<file path="src/rtl/fir_pkg.sv">
// Constants shared between the FIR datapath and its output buffer.
package fir_pkg;

    localparam int unsigned FIR_DATA_W      = 8;
    localparam int unsigned DEFAULT_DEPTH   = 8;
    localparam int unsigned DEFAULT_DECIM_W = 4;

    // Occupancy counter width able to hold 0..depth inclusive.
    function automatic int unsigned level_width(input int unsigned depth);
        return $clog2(depth + 1);
    endfunction

endpackage

</file>
<file path="src/rtl/fir_out_fifo_if.sv">
// Valid/ready sample stream used on both sides of the FIR output buffer.
interface fir_out_fifo_if #(
    parameter int unsigned DATA_W = fir_pkg::FIR_DATA_W
);

    logic [DATA_W-1:0] tdata;
    logic              tvalid;
    logic              tready;

    modport master (
        output tdata,
        output tvalid,
        input  tready
    );

    modport slave (
        input  tdata,
        input  tvalid,
        output tready
    );

endinterface

</file>
<file path="src/rtl/fir_fifo_mem.sv">
// Register-array storage: one synchronous write port, asynchronous read port.
module fir_fifo_mem #(
    parameter int unsigned DATA_W = 8,
    parameter int unsigned DEPTH  = 8,
    parameter int unsigned AW     = $clog2(DEPTH)
) (
    input  logic              clk,
    input  logic              we,
    input  logic [AW-1:0]     waddr,
    input  logic [DATA_W-1:0] wdata,
    input  logic [AW-1:0]     raddr,
    output logic [DATA_W-1:0] rdata
);

    logic [DATA_W-1:0] mem [DEPTH];

    // Storage is deliberately left unreset; validity is tracked by the level.
    always_ff @(posedge clk) begin
        if (we) begin
            mem[waddr] <= wdata;
        end
    end

    assign rdata = mem[raddr];

endmodule

</file>
<file path="src/rtl/fir_out_fifo.sv">
// FIR output buffer: optional decimation, FWFT FIFO, sticky overflow flag.
module fir_out_fifo
    import fir_pkg::*;
#(
    parameter int unsigned DATA_W  = FIR_DATA_W,
    parameter int unsigned DEPTH   = DEFAULT_DEPTH,
    parameter int unsigned DECIM_W = DEFAULT_DECIM_W
) (
    input  logic                            clk,
    input  logic                            reset,
    fir_out_fifo_if.slave                   s_axis,
    fir_out_fifo_if.master                  m_axis,
    input  logic [DECIM_W-1:0]              decim,
    output logic [level_width(DEPTH)-1:0]   level,
    output logic                            overflow,
    input  logic                            clr_ovf
);

    localparam int unsigned AW      = $clog2(DEPTH);
    localparam int unsigned LEVEL_W = level_width(DEPTH);

    // Pointer wrap relies on a power-of-two depth.
    if (DEPTH < 2 || (DEPTH & (DEPTH - 1)) != 0) begin : g_bad_depth
        $error("fir_out_fifo: DEPTH must be a power of two and at least 2");
    end

    logic [AW-1:0]      wr_ptr;
    logic [AW-1:0]      rd_ptr;
    logic [LEVEL_W-1:0] level_q;
    logic [DECIM_W-1:0] dcnt;
    logic               ovf_q;

    logic               full;
    logic               empty;
    logic               accept;
    logic               wr_en;
    logic               rd_en;
    logic               blocked;
    logic [DATA_W-1:0]  head;

    // Handshake qualifiers, all derived from registered occupancy.
    always_comb begin
        full    = (level_q == LEVEL_W'(DEPTH));
        empty   = (level_q == '0);
        accept  = s_axis.tvalid && !full;
        wr_en   = accept && (dcnt == '0);
        rd_en   = !empty && m_axis.tready;
        blocked = s_axis.tvalid && full;
    end

    fir_fifo_mem #(
        .DATA_W (DATA_W),
        .DEPTH  (DEPTH),
        .AW     (AW)
    ) u_mem (
        .clk    (clk),
        .we     (wr_en),
        .waddr  (wr_ptr),
        .wdata  (s_axis.tdata),
        .raddr  (rd_ptr),
        .rdata  (head)
    );

    // Write pointer advances only for samples that survive decimation.
    always_ff @(posedge clk or posedge reset) begin
        if (reset) begin
            wr_ptr <= '0;
        end else if (wr_en) begin
            wr_ptr <= wr_ptr + AW'(1);
        end
    end

    // Read pointer advances on each completed output handshake.
    always_ff @(posedge clk or posedge reset) begin
        if (reset) begin
            rd_ptr <= '0;
        end else if (rd_en) begin
            rd_ptr <= rd_ptr + AW'(1);
        end
    end

    // Occupancy: simultaneous write and read leave it unchanged.
    always_ff @(posedge clk or posedge reset) begin
        if (reset) begin
            level_q <= '0;
        end else begin
            case ({wr_en, rd_en})
                2'b10:   level_q <= level_q + LEVEL_W'(1);
                2'b01:   level_q <= level_q - LEVEL_W'(1);
                default: level_q <= level_q;
            endcase
        end
    end

    // Decimation counter: reload from decim on a kept sample, count down on drops.
    always_ff @(posedge clk or posedge reset) begin
        if (reset) begin
            dcnt <= '0;
        end else if (accept) begin
            if (dcnt == '0) begin
                dcnt <= decim;
            end else begin
                dcnt <= dcnt - DECIM_W'(1);
            end
        end
    end

    // Sticky overflow; a new loss in the clearing cycle keeps it set.
    always_ff @(posedge clk or posedge reset) begin
        if (reset) begin
            ovf_q <= 1'b0;
        end else if (blocked) begin
            ovf_q <= 1'b1;
        end else if (clr_ovf) begin
            ovf_q <= 1'b0;
        end
    end

    assign s_axis.tready = !full;
    assign m_axis.tvalid = !empty;
    assign m_axis.tdata  = empty ? '0 : head;
    assign level         = level_q;
    assign overflow      = ovf_q;

endmodule

</file>
<file path="src/flat_wrapper.sv">
// flat-port wrapper written by rule: the top's interface ports become plain ports
module fir_out_fifo_flat import fir_pkg::*;
#(
    parameter int unsigned DATA_W  = FIR_DATA_W,
    parameter int unsigned DEPTH   = DEFAULT_DEPTH,
    parameter int unsigned DECIM_W = DEFAULT_DECIM_W
)
  (clk, reset, decim, level, overflow, clr_ovf, s_axis_tdata, s_axis_tvalid, s_axis_tready, m_axis_tdata, m_axis_tvalid, m_axis_tready);
  fir_out_fifo_if #(.DATA_W(DATA_W)) s_axis_i ();
  fir_out_fifo_if #(.DATA_W(DATA_W)) m_axis_i ();
  input  logic clk;
  input  logic reset;
  input  logic [DECIM_W-1:0] decim;
  output logic [level_width(DEPTH)-1:0] level;
  output logic overflow;
  input  logic clr_ovf;
  input wire logic [$bits(s_axis_i.tdata)-1:0] s_axis_tdata;
  input wire logic [$bits(s_axis_i.tvalid)-1:0] s_axis_tvalid;
  output wire logic [$bits(s_axis_i.tready)-1:0] s_axis_tready;
  output wire logic [$bits(m_axis_i.tdata)-1:0] m_axis_tdata;
  output wire logic [$bits(m_axis_i.tvalid)-1:0] m_axis_tvalid;
  input wire logic [$bits(m_axis_i.tready)-1:0] m_axis_tready;
  assign s_axis_i.tdata = s_axis_tdata;
  assign s_axis_i.tvalid = s_axis_tvalid;
  assign s_axis_tready = s_axis_i.tready;
  assign m_axis_tdata = m_axis_i.tdata;
  assign m_axis_tvalid = m_axis_i.tvalid;
  assign m_axis_i.tready = m_axis_tready;
  fir_out_fifo #(.DATA_W(DATA_W), .DEPTH(DEPTH), .DECIM_W(DECIM_W)) u_core (.clk(clk), .reset(reset), .s_axis(s_axis_i), .m_axis(m_axis_i), .decim(decim), .level(level), .overflow(overflow), .clr_ovf(clr_ovf));
endmodule
</file>
<file path="config.mk">
export PLATFORM = sky130hd
export DESIGN_NAME = fir_out_fifo_flat
export DESIGN_NICKNAME = d
export VERILOG_FILES = /design/src/rtl/fir_pkg.sv /design/src/rtl/fir_out_fifo_if.sv /design/src/rtl/fir_fifo_mem.sv /design/src/rtl/fir_out_fifo.sv /design/src/flat_wrapper.sv
export SDC_FILE = /design/constraint.sdc
export NUM_CORES = 1
export LEC_CHECK = 0
export CAP_MARGIN = 20
export CORE_MARGIN = 3
export CORE_UTILIZATION = 61
export CTS_BUF_LIST = sky130_fd_sc_hd__clkbuf_8
export DETAILED_ROUTE_END_ITERATION = 7
export PLACE_DENSITY = 0.82
export SLEW_MARGIN = 20
export SYNTH_ARGS = -nofsm -noshare
export SYNTH_HDL_FRONTEND = slang
export SYNTH_SLANG_ARGS = --single-unit
</file>
<file path="constraint.sdc">
create_clock -name clk -period 7.1 [get_ports clk]
set_input_delay 0.71 -clock clk [delete_from_list [all_inputs] [get_ports clk]]
set_output_delay 0.71 -clock clk [all_outputs]
set_load 0.05 [all_outputs]
</file>
==> flow_summary_export.csv <==
group,metric,value,unit
run_status,status,"finished, final reports clean",
synthesis,synth_edf_count,64,
placed_design,io_buffers,31,
timing,max_clock_freq,0.273,GHz
clock_network,path_clk_slew,0.08,ns
timing,setup_ws,3.44,ns
timing,finalClockSkew,0.00488,ns
power_and_ir_drop,p_int,1.10,mW
cells_and_area,utilization,76.2,%
power_and_ir_drop,power.leakage,1.48,nW
timing,slew_violations,0,
timing,max_slew_margin,41.1,%
power_and_ir_drop,comb_power_share,43.3,%
setup_path,startpoint_type,"register",
detailed_routing,vias,1948,
die,die_area,0.00648,mm²
setup_path,cp_top_family,"buffers and inverters",
setup_path,critPathSlowestCell,"clkdlybuf4s50_1",
die,core,0.00524,mm²
timing,min_period_over_period,51.5,%
detailed_routing,dr.first_iter.drc_count,214,
detailed_routing,first_pass_iters,5,
cells_and_area,most-common-layout-cells,"64 x edfxtp_1, 33 x mux2i_1, 31 x clkdlybuf4s50_1",
synthesis,synthTopCellsByArea,"edfxtp_1 57%, dfrtp_1 11%, mux2i_1 9.8%",
setup_path,path_cells,"buf_4, mux2i_1, a221o_1, a221oi_1, clkdlybuf4s50_1",
setup_path,critPathMaxStageDelay,0.88,ns
grt,grt.overflow.total,0,
hold_path,hold_path.class,"reg -> reg",
power_and_ir_drop,power.density,452,mW/mm²
detailed_routing,drcViolationCount,0,
run,cap_violations,0,
timing,tightestPinTransition,0.881,ns
detailed_routing,routedWlPerCell,19.4,µm
setup_path,cp-end-kind,"output pin",
cells_and_area,final_common_cell,"edfxtp_1",
synthesis,syn_nets,241,
grt,grt_util_all_layers,21.9,%
clock_network,tritoncts,"built",
clock_network,clk_latency,0.35,ns
clock_network,cts_setup_buffers,0,
placed_design,gp_congestion,0.733,
detailed_routing,ant_nets,0,
grt,grt_pass1_vias,1950,
clock_network,clkSinkCount,79,
clock_network,htree_levels,3,
setup_path,crit_type,"reg -> out",
timing,setup_viol,0,
power_and_ir_drop,ir_drop,0.283,mV
power_and_ir_drop,switchingPower,700,µW
synthesis,synth_cells,218,
clock_network,cts_resized,0,
clock_network,root_buffer,"clkbuf_8",
cells_and_area,nNetsFinal,277,
synthesis,synth_top_area_cell,"edfxtp_1",
cells_and_area,n_fill_cell,322,
cells_and_area,syn2layout_area_growth,17.8,%
synthesis,yosysWarnings,0,
clock_network,ctsHoldBuffers,0,
die,initial_core_util,64.6,%
clock_network,cts_max_path_buffers,2,
synthesis,seq_area_frac_synth,67.8,%
timing,hold_viol,0,
power_and_ir_drop,power.total,1.80,mW
die,io_pins,32,
setup_path,worstPathArrival,2.95,ns
die,fp.dieH,80.5,µm
timing,post-route-min-period,3.66,ns
power_and_ir_drop,swShare,38.8,%
cells_and_area,diodes,0,
setup_path,critPathMaxFanout,34,
synthesis,synth_area_per_cell,15.5,µm²
cells_and_area,layout-drive-gt1-share,11.2,%
synthesis,netlist-cell-type-count,38,
detailed_routing,drt-total-wl,6370,µm
timing,fin_setup_tns,0,ns
synthesis,synth.top_cell.area_share,56.8,%
grt,grt_pass1_wl,10000,µm
grt,grt_max_degree,35,
die,die_x,80.5,µm
placed_design,hpwl,4040,µm
synthesis,ys_seq_elements,79,
power_and_ir_drop,seqPwrFrac,35.1,%
placed_design,dpl-instance-area,0.00375,mm²
placed_design,pre_cts_slack,3.91,ns
clock_network,cts_inserted_buffers,9,
timing,rsz0062_at_grt,"no",
setup_path,required,6.39,ns
detailed_routing,vias_per_cell,5.92,
power_and_ir_drop,pwr-share-clk,21.6,%
grt,grt_antenna_before_repair,0,
die,fp-row-count,26,
synthesis,syn_area,0.00339,mm²
synthesis,synth_flop_cell,"edfxtp_1",
synthesis,synthArstFlopShare,19.0,%
cells_and_area,final_area,0.00399,mm²
setup_path,critical_path_buf_inv_count,2,
==> routing by layer <==
metal	wire length [µm]	vias up	track usage (%)
met1	2910	954	30.4
met4	140	0	10.8
met2	3020	67	33.3
met5	0	-	0
li1	-	914	-
met3	294	13	4.15
==> registers in the layout, summed over array words and instances, names as in the netlist <==
signal            count
u_core.dcnt           4
u_core.overflow       1
u_core.rd_ptr         3
u_core.u_mem.mem     64
u_core.level          4
u_core.wr_ptr         3
==> cells by family after synthesis <==
family                     share of synthesized area [%]
AOI/OAI and AO/OA                                   6.02
xor gates and xnor gates                            2.33
adders and majority gates                           2.22
buffers and inverters                               2.66
DFF                                                 67.8
muxes                                               11.3
and+or+nand+nor                                     7.61
==> worst min-delay path, stage by stage (launching register included) <==
cell and delay, ns:
dfrtp_1 0.37, nand2_1 0.05, o21ai_0 0.06
==> synth_stat cells (2+ instances only) <==
library cell,instances
nor4_1,3
inv_1,5
and2_1,2
dfrtp_1,15
or3_1,2
nor3_1,3
mux2_2,2
buf_1,4
xnor2_1,4
nor2_1,12
o21ai_0,2
buf_4,2
nand3_1,2
mux2i_1,33
a221o_1,8
mux2_4,2
a221oi_1,8
a21oi_1,2
nand3b_1,2
nor2b_1,3
buf_2,3
nand2_1,8
o22ai_1,2
buf_6,2
nand2b_1,2
xor2_1,5
edfxtp_1,64
ha_1,6
==> path summary, 6_finish.rpt <==
| kind | start | endpoint | slack, ns | cells past startpoint |
|---|---|---|---|---|
| worst max register to register | u_core.dcnt[0] | u_core.level[2] | 4.30 | 11 |
| worst max-delay path | u_core.rd_ptr[1] | m_axis_tdata[6] | 3.44 | 5 |
| worst min-delay path | u_core.dcnt[1] | u_core.dcnt[1] | 0.52 | 2 |
| max in group asynchronous | reset | u_core.level[1] | 5.99 | 2 |
| min in group asynchronous | reset | u_core.overflow | 0.72 | 2 |
| worst min register to register | u_core.dcnt[1] | u_core.dcnt[1] | 0.52 | 2 |
==> power groups by stage <==
stage	Clock (mW)	Sequential, mW	Combinational, mW
final	0.389	0.633	0.781
after global routing	0.411	0.641	0.834
after CTS	0.392	0.630	0.786
after detailed placement	0	0.639	0.783
after global placement	0	0.635	0.770
after floorplan	0	0.663	0.561
==> cell type report <==
class	instances	area [µm²]	area share [%]
well taps	70	87.6	2.20
inverters	6	22.5	0.564
multi-input cells	122	998	25.0
flip-flops and latches	79	2300	57.6
clock buffers	9	124	3.10
clock inverters	7	113	2.82
repair buffers	36	348	8.72
==> stage by stage <==
| stage | instances | hold slack [ns] |
|---|---|---|
| global placement | 313 | 0.490 |
| finish | 329 | 0.516 |
| CTS | 329 | 0.516 |
| floorplan | 218 | 0.472 |
| global route | 329 | 0.557 |
| detailed placement | 313 | 0.499 |
Note: power is estimated with default switching activity, not from simulation.
